--- config.mk ---
export PLATFORM = sky130hd
export DESIGN_NAME = adder_scheduler
export DESIGN_NICKNAME = d
export VERILOG_FILES = /design/src/rtl/adder_sched_pkg.sv /design/src/rtl/rr_arbiter2.sv /design/src/rtl/adder_scheduler.sv
export SDC_FILE = /design/constraint.sdc
export NUM_CORES = 1
export LEC_CHECK = 0
export ABC_AREA = 1
export CAP_MARGIN = 10
export CORE_ASPECT_RATIO = 1.5
export CORE_UTILIZATION = 25
export CTS_CLUSTER_SIZE = 28
export DETAILED_ROUTE_END_ITERATION = 12
export PLACE_DENSITY = 0.61
export SYNTH_ARGS = -nofsm -noshare
export SYNTH_HDL_FRONTEND = slang
export SYNTH_HIERARCHICAL = 1
export SYNTH_SLANG_ARGS = --single-unit
--- constraint.sdc ---
create_clock -name clk -period 3.5 [get_ports clk]
set_clock_uncertainty 0.1 [all_clocks]
set_input_delay 0.7 -clock clk [delete_from_list [all_inputs] [get_ports clk]]
set_output_delay 0.7 -clock clk [all_outputs]
set_load 0.02 [all_outputs]
--- src/rtl/adder_sched_pkg.sv ---
// Shared types and constants for the slice-serial adder scheduler.
package adder_sched_pkg;
   localparam int SLICE_W      = 3;
   localparam int N_SLICES_DEF = 4;

   typedef enum logic [1:0] {
      IDLE = 2'd0,
      RUN  = 2'd1,
      DONE = 2'd2
   } state_t;
endpackage

--- src/rtl/rr_arbiter2.sv ---
// Two-requester round-robin grant: a lone requester wins outright, a tie
// goes to whichever requester was not granted last.
module rr_arbiter2 (
   input  logic [1:0] valid,
   input  logic       last,
   input  logic       enable,
   output logic [1:0] grant
);
   // One-hot grant, all zero when not enabled.
   always_comb begin
      grant = 2'b00;
      if (enable) begin
         if (valid == 2'b11) grant = last ? 2'b01 : 2'b10;
         else                grant = valid;
      end
   end
endmodule

--- src/rtl/adder_scheduler.sv ---
// Time-multiplexes one external 3-bit adder across W-bit additions for two
// requesters: one slice per cycle, LSB slice first, carry rippled through a
// register between cycles.
module adder_scheduler
   import adder_sched_pkg::*;
#(
   parameter int N_SLICES = N_SLICES_DEF
) (
   input  logic                        clk,
   input  logic                        rst,
   input  logic                        req0_valid,
   input  logic                        req1_valid,
   output logic                        req0_ready,
   output logic                        req1_ready,
   input  logic [SLICE_W*N_SLICES-1:0] req0_a,
   input  logic [SLICE_W*N_SLICES-1:0] req0_b,
   input  logic [SLICE_W*N_SLICES-1:0] req1_a,
   input  logic [SLICE_W*N_SLICES-1:0] req1_b,
   input  logic                        req0_cin,
   input  logic                        req1_cin,
   output logic                        rsp_valid,
   input  logic                        rsp_ready,
   output logic [SLICE_W*N_SLICES-1:0] rsp_sum,
   output logic                        rsp_cout,
   output logic                        rsp_id,
   output logic [SLICE_W-1:0]          add_a,
   output logic [SLICE_W-1:0]          add_b,
   output logic                        add_cin,
   input  logic [SLICE_W-1:0]          add_sum,
   input  logic                        add_cout,
   output logic                        busy
);
   localparam int W  = SLICE_W * N_SLICES;
   localparam int KW = (N_SLICES > 1) ? $clog2(N_SLICES) : 1;
   localparam logic [KW-1:0] K_LAST = KW'(N_SLICES - 1);

   state_t          state;
   logic [KW-1:0]   k;
   logic [W-1:0]    a_q, b_q;
   logic            carry;
   logic            last;
   logic [1:0]      grant;

   rr_arbiter2 u_arb (
      .valid  ({req1_valid, req0_valid}),
      .last   (last),
      .enable (state == IDLE),
      .grant  (grant)
   );

   assign req0_ready = grant[0];
   assign req1_ready = grant[1];
   assign rsp_valid  = (state == DONE);
   assign busy       = (state != IDLE);

   // Present the current slice to the shared adder; quiet outside RUN.
   always_comb begin
      add_a   = '0;
      add_b   = '0;
      add_cin = 1'b0;
      if (state == RUN) begin
         add_a   = a_q[SLICE_W*int'(k) +: SLICE_W];
         add_b   = b_q[SLICE_W*int'(k) +: SLICE_W];
         add_cin = carry;
      end
   end

   // Accept / slice-step / respond FSM; the result lives in rsp_sum directly.
   always_ff @(posedge clk) begin
      if (rst) begin
         state    <= IDLE;
         k        <= '0;
         carry    <= 1'b0;
         a_q      <= '0;
         b_q      <= '0;
         rsp_sum  <= '0;
         rsp_cout <= 1'b0;
         rsp_id   <= 1'b0;
         last     <= 1'b1;
      end else begin
         case (state)
            IDLE: begin
               if (|grant) begin
                  a_q    <= grant[1] ? req1_a   : req0_a;
                  b_q    <= grant[1] ? req1_b   : req0_b;
                  carry  <= grant[1] ? req1_cin : req0_cin;
                  rsp_id <= grant[1];
                  k      <= '0;
                  state  <= RUN;
               end
            end
            RUN: begin
               rsp_sum[SLICE_W*int'(k) +: SLICE_W] <= add_sum;
               carry <= add_cout;
               if (k == K_LAST) begin
                  k        <= '0;
                  rsp_cout <= add_cout;
                  state    <= DONE;
               end else begin
                  k <= k + KW'(1);
               end
            end
            DONE: begin
               if (rsp_ready) begin
                  last  <= rsp_id;
                  state <= IDLE;
               end
            end
            default: state <= IDLE;
         endcase
      end
   end
endmodule

# == After elaboration in Yosys (flattened, before gate mapping) ==
# Cells that the tools add are included.
# op_classes
n_addsub,2
mul,1
n_div,0
magnitude_cmp,0
eq_ne,7
shifts,4
mux,19
bitwise_logic,0
reduce_logical,9
# op_table
operator,count
indexed part select 12 x 32 -> 3 bit,2
negation 4 -> 33 bit,1
"variable shift 3 x 33 -> 12 bit, first input constant",1
indexed part select 3 x 33 -> 12 bit,1
two-way mux 12 bit,2
two-way mux 2 bit,8
bitwise mux 12 bit,1
AND reduction 2 bit,4
"equality test 2 bit, second input constant",3
two-way mux 3 bit,2
one-hot mux 2 bit (3 select lines),1
"multiplier 2 x 2 -> 4 bit, first input constant",1
"inequality test 2 x 1 -> 1 bit, second input constant",2
one-hot mux 2 bit (2 select lines),1
nonzero test 2 bit,2
two-way mux 1 bit,3
AND reduction 3 bit,1
"adder 2 x 1 -> 2 bit, second input constant",1
"equality test 2 x 1 -> 1 bit, second input constant",1
zero test 2 bit,1
"inequality test 2 bit, second input constant",1
one-hot mux 1 bit (2 select lines),1
OR reduction 2 bit,1
# totals
ff_bits,44
latch_bits,0
ram_bits,0
mem_bits_ro,0
out_inout_bits,25
memories,0

# == Depth between registers and ports, before layout ==
# Gate-level depths: netlist of run 1.
# depth
word_depth,6
ltp_mapped,11

# == Hierarchy ==
# The synthesis of run 1 kept the hierarchy.
# by_module_without_submodules
module,instances,cells_per_inst,area_each_um2,seq_area_each_um2
adder_scheduler,1,356,2318.5,880.8
rr_arbiter2,1,5,21.3,0.0

# == Worst setup path before layout of run 1 ==
# Ideal clock, no wire load.
# synth_path
path_kind,input to register
start,in req1_valid
end,reg a_q[0]
setup_ns,0.132
t_arrival_ns,1.868
required_time_ns,3.268
path_slack_ns,1.400
stages,9
path_cell_list,nand2_1 a21oi_1 buf_6 clkinv_2 nand2_2 nand2_4 buf_6 nand2_1 a21oi_1
# synth_via
elab_chain_len,5
elab_cells_between_ends,6
cone_classes,eq/ne: 1; mux: 3; reduce/logical: 2
# synth_lines
element,line,source
start: declaration,adder_scheduler.sv:12,"input logic req1_valid,"
equality test 2 bit,rr_arbiter2.sv:13,if (valid == 2'b11) grant = last ? 2'b01 : 2'b10;
two-way mux 2 bit *,rr_arbiter2.sv:13,
two-way mux 2 bit *,rr_arbiter2.sv:12,if (enable) begin
via req1_ready,adder_scheduler.sv:14,"output logic req1_ready,"
OR reduction 2 bit,adder_scheduler.sv:83,if (|grant) begin
AND reduction 2 bit (no source line),n/a,
end signal: assignment,adder_scheduler.sv:84,a_q <= grant[1] ? req1_a : req0_a;
end: declaration,adder_scheduler.sv:39,"logic [W-1:0] a_q, b_q;"
# The timed path passes the listed nets; every way through them passes the cells marked *.
# A chain may end at the register's enable or synchronous reset.

# == Worst setup path after layout of run 1 ==
# layout_path
start,reg k[0]
end,out add_b[1]
# layout_via
elab_chain_len,3
# layout_lines
element,line,source
start: declaration,adder_scheduler.sv:38,logic [KW-1:0] k;
start signal: assignment,adder_scheduler.sv:100,k <= k + KW'(1);
multiplier 2 x 2 -> 4 bit,adder_scheduler.sv:63,add_b = b_q[SLICE_W*int'(k) +: SLICE_W];
indexed part select 12 x 32 -> 3 bit,adder_scheduler.sv:63,
two-way mux 3 bit,adder_scheduler.sv:61,if (state == RUN) begin
end: declaration,adder_scheduler.sv:27,"output logic [SLICE_W-1:0] add_b,"
# Every way passes these cells.

==> results.cfg, run 1 <==
[synth]
synth_seq_cells = 44
synth_edf_count = 0
ys_warn_count = 6
yosysSeqAreaShare = 0.376
synth_area_leader_cell = dfxtp_1
synthesis.nets = 425
ys_top_cells_by_area = dfxtp_1, nand2_1, a21oi_1
synth_ff_type = dfxtp_1
yosysTopAreaCellShare = 0.376
yosysMostFrequentCell = nand2_1
avgSynthCellArea_um2 = 6.48
synthArstFlopShare = 0
synth.distinct_cells = 24
synthCells = 361
synthTopCellsByCount = nand2_1, a21oi_1, dfxtp_1
syn-cell-area_mm2 = 0.00234

[sta]
fin_crit_sh = 0.892
period_minus_slack_ns = 3.12
fin_hold_ws_ns = 0.359
slew_headroom = 0.523
fin_tns_setup_ns = 0
worst_pin_slew_ns = 0.714
rsz0062_at_grt = false
hold_viol = 0
slew_viol_final = 0
setup_viol = 0
clock.fmax_mhz = 320

[cts]
cts_buffer_depth = 2
path_clk_slew_ns = 0.06
root_buffer = clkbuf_16
ctsHoldBuffers = 0
post_cts_buffers = 0
tritoncts = built
cts_buffers = 5
clk_latency_ns = 0.28
cts_htree_levels = 2
post_cts_resize_count = 0
clock_sinks = 44

[global_route]
grt_max_degree = 38
overflow = 0
antenna_found_initial = 0
grtUsageTotal = 0.134
grt_first_pass_wirelength_um = 10200
grt_pass1_vias = 2355

[critical_path]
arrival_ns = 2.32
path_class = flip-flop to primary output
critPathSlowestCell = dfxtp_1
worstPathCellList = inv_2 > o21ai_0 > a21oi_1 > clkdlybuf4s50_1
crit_fanout = 21
slowest_delay_ns = 0.78
cp-start-kind = flip-flop
endpoint_kind = primary output
required_ns = 2.70
cp_top_family = buffers and inverters
worst-path-buf-inv = 2

[power_and_ir_drop]
internal-power_w = 0.000993
pwr-share-clk = 0.344
seq_power_share = 0.408
leakagePower_nw = 1.37
swShare = 0.287
power_frac_comb = 0.249
p_sw_w = 0.000399
ir_worst_vdd_uv = 193
powerDensity_mw_per_mm2 = 415

[place]
io_buffer_count = 83
gp_congestion = 0.784
dpl.hpwl_um = 4560

[floorplanning]
initial_core_util = 0.262
dieArea_mm2 = 0.00976
io_pins = 84
core_region_area_mm2 = 0.00893
die-height_um = 120
die_width_um = 81.0
rows = 42

[outcome]
status = completed

[cells_and_area]
area_growth_pct = 43.2
nets = 499
drive_gt1_frac = 0.0552
antenna_cells = 0
fin_util = 0.375

[worst_hold_path]
min_path_type = flip-flop to flip-flop

[drt]
drt_wl_total_um = 6130
num_vias = 2398
dr.first_iter.drc_count = 102
drcViolationCount = 0
drtPass1Iterations = 4
wl_per_cell_um = 11.2
ant_nets = 0
viasPerCell = 4.40

[flow_run]
max_cap_viol_count = 0
-- layer usage --
| layer | GRT usage | vias to the layer above | part of all wire |
|---|---|---|---|
| met2 | 0.251 | 58 | 0.54 |
| li1 | - | 1287 | - |
| met1 | 0.142 | 1049 | 0.41 |
| met5 | 0 | - | 0 |
| met4 | 0.0402 | 0 | 0.0073 |
| met3 | 0.0355 | 4 | 0.047 |
-- logic make-up (layout without fill, tap and decap cells) --
logic type                 count (synthesis)  after routing  synth area share
buffers and inverters                     36            110            0.0845
DFF                                       44             44             0.376
and+or+nand+nor                          209            209             0.368
AOI/OAI and AO/OA                         67             67             0.144
adders and majority gates                  5              5            0.0267
-- state kept, by name, indices dropped and copies added (netlist names) --
signal and cells:
b_q 12, k 2, rsp_sum 12, carry 1, rsp_cout 1, rsp_id 1
a_q 12, last 1, state 2
-- power by group through the flow --
stage,Sequential (W),Combinational [W],Clock [W]
detailed placement,0.000579,0.000351,0
global route,0.000573,0.000391,0.000511
CTS,0.000568,0.000353,0.000492
floorplan,0.000573,0.000232,0
finish,0.000568,0.000346,0.000478
global placement,0.000578,0.000348,0
-- stage by stage --
step                power, W  setup WS (ns)  std cells  instance area [µm²]
finish               0.00139          0.379        545                 3350
CTS                  0.00141          0.340        545                 3350
detailed placement  0.000930          0.462        538                 3200
global route         0.00147          0.186        545                 3350
global placement    0.000926          0.485        538                 3200
floorplan           0.000804           1.40        361                 2340
-- worst reg2reg max path: cells and delay by family, from the launching register on --
family          cells  cell delay, ns
simple gates        7            0.98
compound gates      1            0.13
buf+inv             3            0.73
flops               1            0.36
-- final timing paths --
kind / start / to / slack [ns] / depth (start not counted)
worst max register to register: state[1] / carry / 1.11 / 11
worst min-delay path: b_q[11] / b_q[11] / 0.36 / 2
worst min register to register: b_q[11] / b_q[11] / 0.36 / 2
worst max-delay path: k[0] / add_b[1] / 0.38 / 4
-- placed cells by master (no fill, tap or decap) --
cell and n:
nor2_1 33, buf_4 2, inv_2 3, clkbuf_8 2
nand4_1 3, nand2_4 1, nand2_1 153, o21a_1 1
nand3_1 8, nand2_2 3, a21oi_1 48, clkdlybuf4s50_1 83
o21ai_0 14, ha_1 5, nor2_8 1, nor2_4 2
nand3b_1 1, o21ai_1 3, nor3_1 1, clkbuf_16 5
inv_1 14, clkinv_2 1, dfxtp_1 44, nor2_2 3
a21oi_2 1
-- final cells by class --
cell class / instances / area (µm²)
Clock buffer: 7 / 153
Fill cell: 1006 / 5580
Inverter: 18 / 68.8
Multi-Input combinational cell: 281 / 1260
Sequential cell: 44 / 881
Tap cell: 110 / 138
Timing Repair Buffer: 85 / 846
No activity file was read; power rests on OpenSTA's default activity.
==> inputs of run 2 (changes only) <==
--- a/config.mk
+++ b/config.mk
@@ -11,6 +11,7 @@
 export CORE_UTILIZATION = 25
 export CTS_CLUSTER_SIZE = 28
 export DETAILED_ROUTE_END_ITERATION = 12
+export GPL_ROUTABILITY_DRIVEN = 0
 export PLACE_DENSITY = 0.61
 export SYNTH_ARGS = -nofsm -noshare
 export SYNTH_HDL_FRONTEND = slang
==> results of run 2 <==
The final DEF is identical to that of run 1; final timing and power are the same.
==> inputs of run 3 (changes only) <==
--- a/config.mk
+++ b/config.mk
@@ -12,6 +12,7 @@
 export CTS_CLUSTER_SIZE = 28
 export DETAILED_ROUTE_END_ITERATION = 12
 export GPL_ROUTABILITY_DRIVEN = 0
+export HOLD_SLACK_MARGIN = 0.02
 export PLACE_DENSITY = 0.61
 export SYNTH_ARGS = -nofsm -noshare
 export SYNTH_HDL_FRONTEND = slang
==> results of run 3 <==
The final DEF is identical to that of run 1; final timing and power are the same.
